<file path="src/rtl/prbs_burst_ctrl.sv">
// prbs_burst_ctrl
//   Sequencer for a PRBS31 LFSR engine. Seeds the generator, gates it into
//   num_bursts bursts of burst_len bits separated by gap_len idle cycles,
//   and pulses done on normal completion. abort returns to IDLE at once.
//
//   Optional feature macro: PRBS_CHECK_EN
//     Defined   - gen_bit/tx_valid are delayed LOOP_LAT cycles and compared
//                 against rx_bit; mismatches accumulate in err_cnt
//                 (saturating). The delay line keeps draining after the run.
//     Undefined - no delay line, err_cnt is 0, rx_bit is unused.
//
// Ports
//   clk         clock
//   rst_n       synchronous reset, active-high (1 = reset)
//   start       start pulse, accepted only in IDLE
//   abort       stop immediately, any state; wins over start
//   seed_in     LFSR seed, sampled with start
//   burst_len   bits per burst, sampled with start
//   gap_len     idle cycles between bursts, sampled with start
//   num_bursts  burst count, sampled with start
//   gen_bit     current generator output bit
//   rx_bit      loopback receive bit
//   gen_load    one-cycle LFSR load strobe
//   gen_seed    seed presented with gen_load (never zero)
//   gen_en      LFSR advance enable
//   tx_valid    gen_bit is a transmitted bit this cycle (same as gen_en)
//   busy        high in every state except IDLE
//   done        one-cycle pulse on normal completion
//   err_cnt     saturating mismatch count

module prbs_burst_ctrl #(
  parameter int LOOP_LAT = 2,
  parameter int CNT_W    = 16
) (
  input  logic             clk,
  input  logic             rst_n,
  input  logic             start,
  input  logic             abort,
  input  logic [30:0]      seed_in,
  input  logic [CNT_W-1:0] burst_len,
  input  logic [7:0]       gap_len,
  input  logic [7:0]       num_bursts,
  input  logic             gen_bit,
  input  logic             rx_bit,
  output logic             gen_load,
  output logic [30:0]      gen_seed,
  output logic             gen_en,
  output logic             tx_valid,
  output logic             busy,
  output logic             done,
  output logic [CNT_W-1:0] err_cnt
);

  typedef enum logic [2:0] {
    IDLE = 3'd0,
    LOAD = 3'd1,
    RUN  = 3'd2,
    GAP  = 3'd3,
    DONE = 3'd4
  } state_t;

  state_t           state;
  logic [CNT_W-1:0] burst_len_q;
  logic [CNT_W-1:0] bit_cnt;
  logic [7:0]       gap_len_q;
  logic [7:0]       num_bursts_q;
  logic [7:0]       burst_cnt;
  logic [7:0]       gap_cnt;

  assign tx_valid = gen_en;

  // Outputs are registered together with the state they belong to, so each
  // transition also loads the output values of the destination state.
  always_ff @(posedge clk) begin
    if (rst_n) begin
      state    <= IDLE;
      gen_load <= 1'b0;
      gen_seed <= '0;
      gen_en   <= 1'b0;
      busy     <= 1'b0;
      done     <= 1'b0;
    end else if (abort) begin
      state    <= IDLE;
      gen_load <= 1'b0;
      gen_en   <= 1'b0;
      busy     <= 1'b0;
      done     <= 1'b0;
    end else begin
      case (state)
        IDLE: begin
          if (start) begin
            burst_len_q  <= burst_len;
            gap_len_q    <= gap_len;
            num_bursts_q <= num_bursts;
            // All-zero is the LFSR lockup state; substitute 1.
            gen_seed     <= (seed_in == 31'd0) ? 31'd1 : seed_in;
            gen_load     <= 1'b1;
            busy         <= 1'b1;
            state        <= LOAD;
          end
        end

        LOAD: begin
          gen_load  <= 1'b0;
          bit_cnt   <= burst_len_q;
          burst_cnt <= num_bursts_q;
          if (burst_len_q == '0 || num_bursts_q == 8'd0) begin
            done  <= 1'b1;
            state <= DONE;
          end else begin
            gen_en <= 1'b1;
            state  <= RUN;
          end
        end

        RUN: begin
          if (bit_cnt == CNT_W'(1)) begin
            burst_cnt <= burst_cnt - 8'd1;
            if (burst_cnt == 8'd1) begin
              gen_en <= 1'b0;
              done   <= 1'b1;
              state  <= DONE;
            end else if (gap_len_q == 8'd0) begin
              // Back-to-back bursts: gen_en stays high, no dead cycle.
              bit_cnt <= burst_len_q;
            end else begin
              gen_en  <= 1'b0;
              gap_cnt <= gap_len_q;
              state   <= GAP;
            end
          end else begin
            bit_cnt <= bit_cnt - CNT_W'(1);
          end
        end

        GAP: begin
          if (gap_cnt == 8'd1) begin
            bit_cnt <= burst_len_q;
            gen_en  <= 1'b1;
            state   <= RUN;
          end else begin
            gap_cnt <= gap_cnt - 8'd1;
          end
        end

        DONE: begin
          done  <= 1'b0;
          busy  <= 1'b0;
          state <= IDLE;
        end

        default: begin
          gen_load <= 1'b0;
          gen_en   <= 1'b0;
          busy     <= 1'b0;
          done     <= 1'b0;
          state    <= IDLE;
        end
      endcase
    end
  end

`ifdef PRBS_CHECK_EN
  logic [LOOP_LAT-1:0] bit_p;
  logic [LOOP_LAT-1:0] vld_p;

  function automatic logic [CNT_W-1:0] sat_inc(input logic [CNT_W-1:0] v);
    return (&v) ? v : v + CNT_W'(1);
  endfunction

  // Stage boundary: transmitted bit enters the LOOP_LAT-deep delay line;
  // the last stage lines up with the returned rx_bit.
  always_ff @(posedge clk) begin
    if (rst_n) begin
      bit_p   <= '0;
      vld_p   <= '0;
      err_cnt <= '0;
    end else if (abort) begin
      bit_p <= '0;
      vld_p <= '0;
    end else begin
      for (int i = LOOP_LAT - 1; i > 0; i--) begin
        bit_p[i] <= bit_p[i-1];
        vld_p[i] <= vld_p[i-1];
      end
      bit_p[0] <= gen_bit;
      vld_p[0] <= gen_en;
      if (state == LOAD) begin
        err_cnt <= '0;
      end else if (vld_p[LOOP_LAT-1] && (rx_bit != bit_p[LOOP_LAT-1])) begin
        err_cnt <= sat_inc(err_cnt);
      end
    end
  end
`else
  logic unused_in;
  assign unused_in = ^{rx_bit, gen_bit, 32'(LOOP_LAT)};
  assign err_cnt   = '0;
`endif

endmodule
</file>
<file path="config.mk">
export PLATFORM = sky130hd
export DESIGN_NAME = prbs_burst_ctrl
export DESIGN_NICKNAME = d
export VERILOG_FILES = /design/src/rtl/prbs_burst_ctrl.sv
export SDC_FILE = /design/constraint.sdc
export NUM_CORES = 1
export LEC_CHECK = 0
export CAP_MARGIN = 20
export CORE_UTILIZATION = 50
export CTS_CLUSTER_SIZE = 20
export DETAILED_ROUTE_END_ITERATION = 12
export PLACE_DENSITY = 0.91
export SLEW_MARGIN = 30
export SYNTH_ARGS = -nofsm -noshare
export SYNTH_HDL_FRONTEND = slang
export SYNTH_SLANG_ARGS = --single-unit
</file>
<file path="constraint.sdc">
create_clock -name clk -period 9.1 [get_ports clk]
set_input_delay 2.275 -clock clk [delete_from_list [all_inputs] [get_ports clk]]
set_output_delay 2.275 -clock clk [all_outputs]
set_load 0.01 [all_outputs]
</file>
# Word level (Yosys, flattened, before mapping)

Cells that the tools add are included.

Bits of input ports: 69
Output and inout bits: 52
Word-level logic and storage cells: 97
Flip-flop bits (word level): 102

Mux-type cells: 33
Add/sub/neg operators: 3
Equal/unequal tests: 19
Bitwise logic cells: 6
Reduce and logical (&&, ||, !) cells: 24

Operators by type and width:

| operator                                           | number |
|---|---|
| 2-to-1 mux 16 bit                                  | 4 |
| one-hot mux 16 bit (3 select lines)                | 1 |
| 2-to-1 mux 8 bit                                   | 5 |
| one-hot mux 8 bit (2 select lines)                 | 2 |
| zero test 31 bit                                   | 1 |
| 2-to-1 mux 31 bit                                  | 1 |
| 2-to-1 mux 3 bit                                   | 6 |
| != test 2 bit, second input constant               | 9 |
| == test 16 x 1 -> 1 bit, second input constant     | 1 |
| == test 8 x 1 -> 1 bit, second input constant      | 2 |
| zero test 16 bit                                   | 1 |
| zero test 8 bit                                    | 2 |
| AND reduction 4 bit                                | 4 |
| subtractor 16 x 1 -> 16 bit, second input constant | 1 |
| subtractor 8 x 1 -> 8 bit, second input constant   | 2 |
| one-hot mux 3 bit (4 select lines)                 | 1 |
| 2-to-1 mux 1 bit                                   | 9 |
| != test 3 bit, second input constant               | 3 |
| AND reduction 7 bit                                | 1 |
| == test 3 x 2 -> 1 bit, second input constant      | 2 |
| NOT 1 bit                                          | 6 |
| AND reduction 6 bit                                | 1 |
| OR reduction 2 bit                                 | 3 |
| OR reduction 3 bit                                 | 2 |
| other kinds (12)                                   | 15 |

# Depth between registers and ports, before layout

Word-level depth: 5
Mapped depth: 8
Depth with buffers taken out: 7

# Worst setup path before layout

No wires, ideal clock.

Path kind: input port to flip-flop
Start point: input port rst_n
End point: register bit_cnt[0], enable pin
Data required time: 8681 ps
Cell stages on the path: 3
Setup slack: 4543 ps
Arrival: 4138 ps
Buffers on the path: 1
Library setup time: 419 ps
Cell sequence: clkbuf_1 or3_1 a311oi_1

Word-level cells in the longest chain between the ends: 2

RTL lines:

| what                          | RTL line | source |
|---|---|---|
| from (decl)                   | 36       | `input logic rst_n,` |
| NOT 1 bit (no line)           | n/a      |  |
| AND reduction 6 bit (no line) | n/a      |  |
| to (signal assigned)          | 105      | `bit_cnt <= burst_len_q;` |
| to (signal assigned)          | 125      | `bit_cnt <= burst_len_q;` |
| to (signal assigned)          | 132      | `bit_cnt <= bit_cnt - CNT_W'(1);` |
| to (decl)                     | 64       | `logic [CNT_W-1:0] bit_cnt;` |

No other way between the ends.
A chain may end at the register's enable or synchronous reset.

# Final worst setup path

Start point: input port rst_n
End point: register gap_cnt[1], enable pin

Word-level cells in the longest chain between the ends: 2

RTL lines:

| what                          | RTL line | source |
|---|---|---|
| NOT 1 bit (no line)           | n/a      |  |
| AND reduction 7 bit (no line) | n/a      |  |
| to (signal assigned)          | 128      | `gap_cnt <= gap_len_q;` |
| to (signal assigned)          | 142      | `gap_cnt <= gap_cnt - 8'd1;` |
| to (decl)                     | 68       | `logic [7:0] gap_cnt;` |

No other way between the ends.

==> out/metrics.cfg <==
[run_status]
status = finished, violations left
violations = design-rule violations

[floorplanning]
initial_core_util_pct = 52.22
rows = 34
die_area_um2 = 9583
io_pins = 121
coreArea_um2 = 8806
die_x_um = 97.90
fp.dieH_um = 97.90

[placed_design]
gp_congestion = 0.8103
dp_hpwl_mm = 7.348
portBuffers = 102

[clock_network]
clk_pin_slew_ps = 90
postCtsSetupBuffers = 0
clk_latency_ps = 350
clk_path_buf_depth = 2
cts_tree = built
clock-sinks = 102
numCtsBuffers = 9
cts-htree-levels = 3
cts_resized = 0
ctsHoldBuffers = 0
cts_root_buffer = clkbuf_8

[worst_setup_path]
critical_path.max_fanout = 37
startpoint = rst_n
worstSetupStartpointType = input port
rr_startpoint = bit_cnt[6]$_DFFE_PP_
r2r-end = burst_cnt[3]$_DFFE_PP_
cp.required_ps = 9090
r2r_cells = 4
endpoint_kind = flip-flop
cp_data_arrival_time_ps = 3960
rrSetupSlack_ps = 6130
criticalPathCategory = in -> reg

[yosys]
synth_mux_area_share_pct = 0.3265
synthXorXnorAreaFrac_pct = 4.952
synth_compound_area_share_pct = 10.37
postSynth.topFlopCell = edfxtp_1
synth_edf_count = 64
ys_ff_latch = 102
synth_top_family_by_area = simple AND/OR/NAND/NOR gates
ys_seq_area_share_pct = 58.34
syn_inst = 454
avgSynthCellArea_um2 = 10.13
synth_adder_area_share_pct = 1.633
synth_area_um2 = 4598
synthArstFlopShare_pct = 0
ys_types = 40
synth_warnings = 0
synthSimpleGateAreaFrac_pct = 19.16

[grt]
grt_pass1_wl_mm = 16.26
grt-ovfl-total = 0
grt_max_degree = 38
grt_pass1_vias = 3586
grt.total_usage_pct = 21.43
antenna_found_initial = 0

[route]
route.detailed.drc = 6
drt-wirelength-per-cell_um = 15.14
drt_iter0_markers = 269
drt_first_pass_iters = 8
drtAntennaViolNets = 0
routed_via_density = 5.504
totalWireLength_mm = 10.01
num_vias = 3638

[cells_and_area]
drive_above_1_share_pct = 5.606
fin_nets = 623
antenna_cells = 0
area_growth_pct = 26.67
final_common_cell = nand2_1
layout_common_cells = nand2_1, clkdlybuf4s50_1, edfxtp_1

[sta]
clock.fmax_mhz = 251.8
finalCriticalPeriod_ps = 3972
rsz0062_at_grt = false
finClkSkew_ps = 9.846
finalMaxSlewViolations = 0
slew_headroom_pct = 44.64
period_share_pct = 43.65
tightest_slew_ps = 822.8
setup_tns_ps = 0
report.final.hold_viol_count = 0
setup_viol = 0

[power]
p_total_w = 0.0008616
power.density_nw_per_um2 = 147.9
p_leak_nw = 2.012
max-vdd-ir-drop_mv = 0.1049

[worst_hold_path]
hp-class = reg -> reg
min_to = gen_seed[26]$_SDFFE_PP0P_
hold_depth = 2
min_from = gen_seed[26]$_SDFFE_PP0P_

[flow_run]
timing.max_cap.violations = 0

[through the flow]
step	cells	util (%)	worst slack, ps	area [µm²]	hold WS, ps
CTS	661	66.07	5144	5818	459.1
detailed placement	645	64.08	4764	5643	446.5
floorplan	469	-	4543	4654	480.0
global route	661	66.14	4956	5824	485.8
global placement	645	64.08	4818	5643	440.6
finish	661	66.14	5128	5824	456.4
[synth_stat cells, types with 8 or more instances]
| master | instances | area share, % |
|---|---|---|
| o21ai_0 | 35 | 3.8 |
| xnor2_1 | 16 | 3.0 |
| buf_4 | 17 | 2.8 |
| clkbuf_1 | 20 | 1.6 |
| a21oi_1 | 35 | 3.8 |
| dfxtp_1 | 38 | 17 |
| nand2_1 | 105 | 8.6 |
| nand3_1 | 8 | 0.87 |
| nor3_1 | 12 | 1.3 |
| inv_1 | 8 | 0.65 |
| edfxtp_1 | 64 | 42 |
| xor2_1 | 10 | 1.9 |
| nor4_1 | 22 | 3.0 |
| nor2_1 | 15 | 1.2 |
[kinds of logic (layout without fill, tap and decap cells)]
| logic type | after synthesis | in the layout |
|---|---|---|
| AOI/OAI and AO/OA | 84 | 84 |
| xor gates and xnor gates | 26 | 26 |
| adders and majority gates | 6 | 6 |
| buffers and inverters | 46 | 130 |
| DFF | 102 | 102 |
| muxes | 1 | 1 |
| other | 1 | 16 |
| and+or+nand+nor | 188 | 188 |
[per-layer routing]
metal,wire length (µm),up-vias,global-route usage [%]
li1,-,1770,-
met1,3986,1693,24.24
met2,4897,156,37.22
met3,950,19,7.659
met4,176,0,7.809
met5,0,-,0
[power breakdown]
group,internal (W),switching [W]
clock,0.000106,0.000149
combinational,0.0000499,0.0000417
sequential,0.000505,0.00000980
[cell type report]
| class | count | area, µm² |
|---|---|---|
| Fill cell | 645 | 2982 |
| Sequential cell | 102 | 2683 |
| Multi-Input combinational cell | 321 | 1750 |
| Timing Repair Buffer | 106 | 1051 |
| Clock buffer | 10 | 137.6 |
| Tap cell | 108 | 135.1 |
| Clock inverter | 6 | 37.54 |
| Inverter | 8 | 30.03 |
[sequential cells by signal, indices dropped and copies added (netlist names)]
| register | count |
|---|---|
| state | 3 |
| bit_cnt | 16 |
| num_bursts_q | 8 |
| burst_cnt | 8 |
| gen_seed | 31 |
| burst_len_q | 16 |
| busy | 1 |
| gap_len_q | 8 |
| gen_load | 1 |
| gap_cnt | 8 |
| gen_en | 1 |
| done | 1 |
[worst max-delay path, cell delays in order]
cell	delay [ps]
clkdlybuf4s50_1	390
buf_4	250
nor3_1	410
nand2_1	120
nor2_1	500
[worst max path at each step]
stage,end,depth (start not counted)
3_5_place_dp,gap_cnt[4]$_DFFE_PP_,5
3_3_place_gp,gap_cnt[3]$_DFFE_PP_,5
6_report,gap_cnt[1]$_DFFE_PP_,5
2_1_floorplan,bit_cnt[0]$_DFFE_PP_,3
4_1_cts,gap_cnt[1]$_DFFE_PP_,5
5_1_grt,gap_cnt[1]$_DFFE_PP_,5
No activity file was read; power rests on OpenSTA's default activity.
